==> src/rtl/mem_wb_stage.sv <==
// mem_wb_stage: data-memory access and MEM/WB register of the rv32i core.
// Optional MEM_ALIGN_CHECK_EN suppresses and flags misaligned word accesses.
module mem_wb_stage #(
    parameter int DPW  = 32,
    parameter int ADW  = 5,
    parameter int CNTW = 16
) (
    input  logic            clk,
    input  logic            rst,
    input  logic            validM,
    input  logic            regwriteM,
    input  logic            resultsrcM,
    input  logic            memwriteM,
    input  logic [DPW-1:0]  aluresultM,
    input  logic [DPW-1:0]  Rd2M,
    input  logic [4:0]      RdM,
    output logic            validW,
    output logic            regwriteW,
    output logic [4:0]      RdW,
    output logic [DPW-1:0]  resultW,
    output logic            misalignW,
    output logic [CNTW-1:0] ldcnt,
    output logic [CNTW-1:0] stcnt
);

    localparam int DEPTH = 1 << ADW;

    logic [DPW-1:0]  mem [DEPTH];
    logic [ADW-1:0]  idx;
    logic [DPW-1:0]  rdata;
    logic            mis;
    logic            is_load;
    logic            st;
    logic            ld;
    logic            unused_addr;

    // Word index; upper bits wrap, byte-offset bits only feed the checker.
    assign idx         = aluresultM[ADW+1:2];
    assign unused_addr = ^{aluresultM[DPW-1:ADW+2], aluresultM[1:0]};

`ifdef MEM_ALIGN_CHECK_EN
    assign mis = validM & (memwriteM | resultsrcM)
               & (aluresultM[1:0] != 2'b00);
`else
    assign mis = 1'b0;
`endif

    // A store wins when both memwriteM and resultsrcM are set.
    assign is_load = resultsrcM & ~memwriteM;
    assign st      = validM & memwriteM & ~mis;
    assign ld      = validM & is_load & ~mis;
    assign rdata   = mem[idx];

    // Data memory: cleared on reset, otherwise written by committed stores.
    always_ff @(posedge clk) begin
        if (rst) begin
            for (int i = 0; i < DEPTH; i++) begin
                mem[i] <= '0;
            end
        end else if (st) begin
            mem[idx] <= Rd2M;
        end
    end

    // MEM/WB register, advances every cycle.
    always_ff @(posedge clk) begin
        if (rst) begin
            validW    <= 1'b0;
            regwriteW <= 1'b0;
            RdW       <= '0;
            resultW   <= '0;
            misalignW <= 1'b0;
        end else begin
            validW    <= validM;
            regwriteW <= validM & regwriteM & (RdM != 5'd0) & ~mis;
            RdW       <= RdM;
            resultW   <= is_load ? rdata : aluresultM;
            misalignW <= validM & mis;
        end
    end

    // Saturating committed load/store counters.
    always_ff @(posedge clk) begin
        if (rst) begin
            ldcnt <= '0;
            stcnt <= '0;
        end else begin
            if (ld && (ldcnt != {CNTW{1'b1}})) begin
                ldcnt <= ldcnt + CNTW'(1);
            end
            if (st && (stcnt != {CNTW{1'b1}})) begin
                stcnt <= stcnt + CNTW'(1);
            end
        end
    end

endmodule

==> config.mk <==
export PLATFORM = sky130hd
export DESIGN_NAME = mem_wb_stage
export DESIGN_NICKNAME = d
export VERILOG_FILES = /design/src/rtl/mem_wb_stage.sv
export SDC_FILE = /design/constraint.sdc
export NUM_CORES = 2
export LEC_CHECK = 0
export CAP_MARGIN = 20
export CORE_ASPECT_RATIO = 1.25
export CORE_UTILIZATION = 40
export CTS_CLUSTER_DIAMETER = 40
export DETAILED_ROUTE_END_ITERATION = 16
export PLACE_DENSITY = 0.62
export SLEW_MARGIN = 20
export SYNTH_ARGS = -nofsm -noshare
export SYNTH_HDL_FRONTEND = slang
export SYNTH_SLANG_ARGS = --single-unit
==> constraint.sdc <==
create_clock -name clk -period 3.1 [get_ports clk]
set_input_delay 0.62 -clock clk [delete_from_list [all_inputs] [get_ports clk]]
set_output_delay 0.62 -clock clk [all_outputs]
set_load 0.005 [all_outputs]
==> impl_results.md <==
* Status: finished clean
* Leak at 0.02081 uW
* Total of max-cap violations at 0
* Vias per cell at 5.694
* Synthesized area per cell at 15.04 um2
* First-pass GRT wire length at 227,200 um
* CTS clk-pin slew, worst paths at 0.05 ns
* Worst EP required at 3.71 ns
* Max VDD drop at 0.5468 mV
* CTS Sinks at 1,095
* Post-CTS setup buffer count at 0
* Slowest CP cell: nor4_1
* Number of synthesized flops with an enable pin at 1,024
* Flops & latches, synth at 1,095
* Most common cell after layout, fill and taps aside: and2_1
* Synth warnings at 0
* ANT nets after route at 0
* Worst Path Arrival at 3.17 ns
* Critical Path Sink Type: register
* Post-route DRC at 0
* Slew margin rel. at 0.2407
* Largest net degree at the start of global routing at 70
* Total track usage at 0.2613
* Crit path launch type: input port
* Worst-path cell chain: clkdlybuf4s50_1 -> buf_12 -> nor2_1 -> buf_4 -> and2_1 -> buf_4 -> a22o_1 -> nor4_1 -> a311oi_1
* Netlist cell types at 60
* Site Rows at 143
* CTS tree: built
* GR Overflow Total at 0
* Effective utilization at floorplan at 0.4040
* F_max at 390.2 MHz
* Port bufs at 145
* Vias in the first global route at 30,220
* DRT iter0 DRCs at 3,515
* Async SR Flop Fraction at 0
* Placed Cells at 4,991
* Area fraction of the dominant cell type after synthesis at 0.6246
* Crit Path Category: input port to register
* Max incr delay on CP at 0.62 ns
* Most used cell, CP: buf_4
* Initial antenna violation count at 8
* TritonCTS Buffers at 134
* Detailed placement HPWL at 102,900 um
* Root Driver: clkbuf_16
* Place WS at -0.2053 ns
* DR WL/cell at 30.82 um
* First-pass DRT Iterations at 5
* Die width at 315.8 um
* Syn-to-layout area delta at 19.56%
* Worst Hold Class: input port to register
* # hold bufs at CTS at 0
* Die Height at 394.2 um
* CP max FO at 32
* Die Area at 124,500 um2
* Net Count, Synth at 3,350
* Ports at 147
* Share of layout cells above drive strength 1 at 0.2100
* Clk_lat worst skew at 0.77 ns
* Htree depth at 4
* Finished Layout Cells at 5,235
* Fin nets at 3,609
* Setup tns final at 0 ns
* Post_cts resized at 0
* Fin crit period at 2.563 ns
* # fillers at 10,210
* Commonest non-fill, non-tap cells in the layout: and2_1 (1,028), edfxtp_1 (1,024), buf_4 (209), mux4_2 (181), clkdlybuf4s50_1 (139)
* Buf+Inv Stages, Crit Path at 4
* Most used DFF post-synth: edfxtp_1
* Seq/Total Area, Yosys at 0.6535
* Final setup viols at 0
* Gpl congestion at 0.8971
* Synth Instances at 3,273
* Post-Route WL at 161,300 um
* Leading area contributor after synthesis: edfxtp_1
* Seq. cell area at 32,170 um2
* Top cell family by delay on the critical path: buffers and inverters
* Synth area leaders: edfxtp_1 (62%), and2_1 (13%), mux4_2 (8.3%)
* Cell Area, Synth at 49,230 um2
* Power per cell area at 604.0 nW/um2
* Core ar. at 121,800 um2
* RSZ-0062 raised after global routing: no
* Count of final hold-check violations at 0
* Setup ws final at 0.5372 ns
* Worst slew pin tran at 1.135 ns
* Setup Skew at 0.02476 ns
* Number of buffers on the longest clock path at 3
* Via Count at 29,810
* Period Utilization, post-route at 0.8267
* Multi-input logic area at 15,690 um2
* Pins Over Slew Limit at 0
* Pwr Total at 35,550 uW
[through the flow]
stage | instance area, um2 | utilization | hold slack (ns)
after floorplan | 49230 | - | 0.4947
after global placement | 54410 | 0.4465 | 0.5160
after detailed placement | 54400 | 0.4465 | 0.5234
after CTS | 58870 | 0.4831 | 0.1262
after global routing | 58860 | 0.4830 | 0.1654
final | 58860 | 0.4831 | 0.1892
[path summary, 6_finish.rpt]
kind,from,to,slack [ns],cells after the start
worst max-delay path,aluresultM[6],resultW[19],0.54,9
worst min-delay path,rst,resultW[18],0.19,2
worst max register to register,mem[27][16],resultW[16],0.81,5
worst min register to register,stcnt[1],stcnt[1],0.53,2
[layout make-up]
cell class / count / area share
inverters: 2 / 0.0001275
multi-input cells: 1870 / 0.2666
flip-flops and latches: 1095 / 0.5466
clock buffers: 153 / 0.05907
repair buffers: 429 / 0.07691
diodes: 2 / 0.00008503
clock inverters: 89 / 0.01677
well taps: 1595 / 0.03390
[per-layer routing]
layer	part of all wire	wire, um	GRT usage
met1	0.38	61450	0.3335
met2	0.49	78340	0.4269
met3	0.084	13630	0.05334
met4	0.049	7868	0.1188
met5	0.00022	36	0
[sequential cells by signal, summed over array words and instances (netlist names)]
signal,count
RdW,5
ldcnt,16
mem,1024
regwriteW,1
resultW,32
stcnt,16
validW,1
[cell usage after synthesis (14+ instances only)]
master	n
and2_1	1029
edfxtp_1	1024
mux4_2	181
clkbuf_1	173
mux2i_1	136
dfxtp_1	71
nor2_1	70
o22ai_1	66
a22oi_1	62
clkbuf_2	54
or2_2	34
buf_4	32
a22o_1	29
nor4_1	29
o21bai_1	24
a31oi_1	23
buf_2	23
nand2_1	22
buf_6	18
xor2_1	14
[cell families after synthesis]
| family | count (synthesis) | synth area share |
|---|---|---|
| AND/OR/NAND/NOR | 1277 | 0.1599 |
| flip-flops | 1095 | 0.6535 |
| multiplexers | 325 | 0.1147 |
| buffers and inverters | 308 | 0.03207 |
| AO/OA/AOI/OAI | 238 | 0.03446 |
| XOR/XNOR | 27 | 0.004803 |
| adder cells (fa/ha/maj) | 2 | 0.0005082 |
| other | 1 | 0.00007617 |
[power by group]
| group | switching (uW) | leakage [uW] | total [uW] | internal [uW] |
|---|---|---|---|---|
| Sequential | 219 | 0.0103 | 17100 | 16900 |
| Clock | 6630 | 0.00216 | 15800 | 9170 |
| Combinational | 1590 | 0.00834 | 2660 | 1070 |
| Total | 8440 | 0.0208 | 35600 | 27100 |
Note: power is estimated with default switching activity, not from simulation.
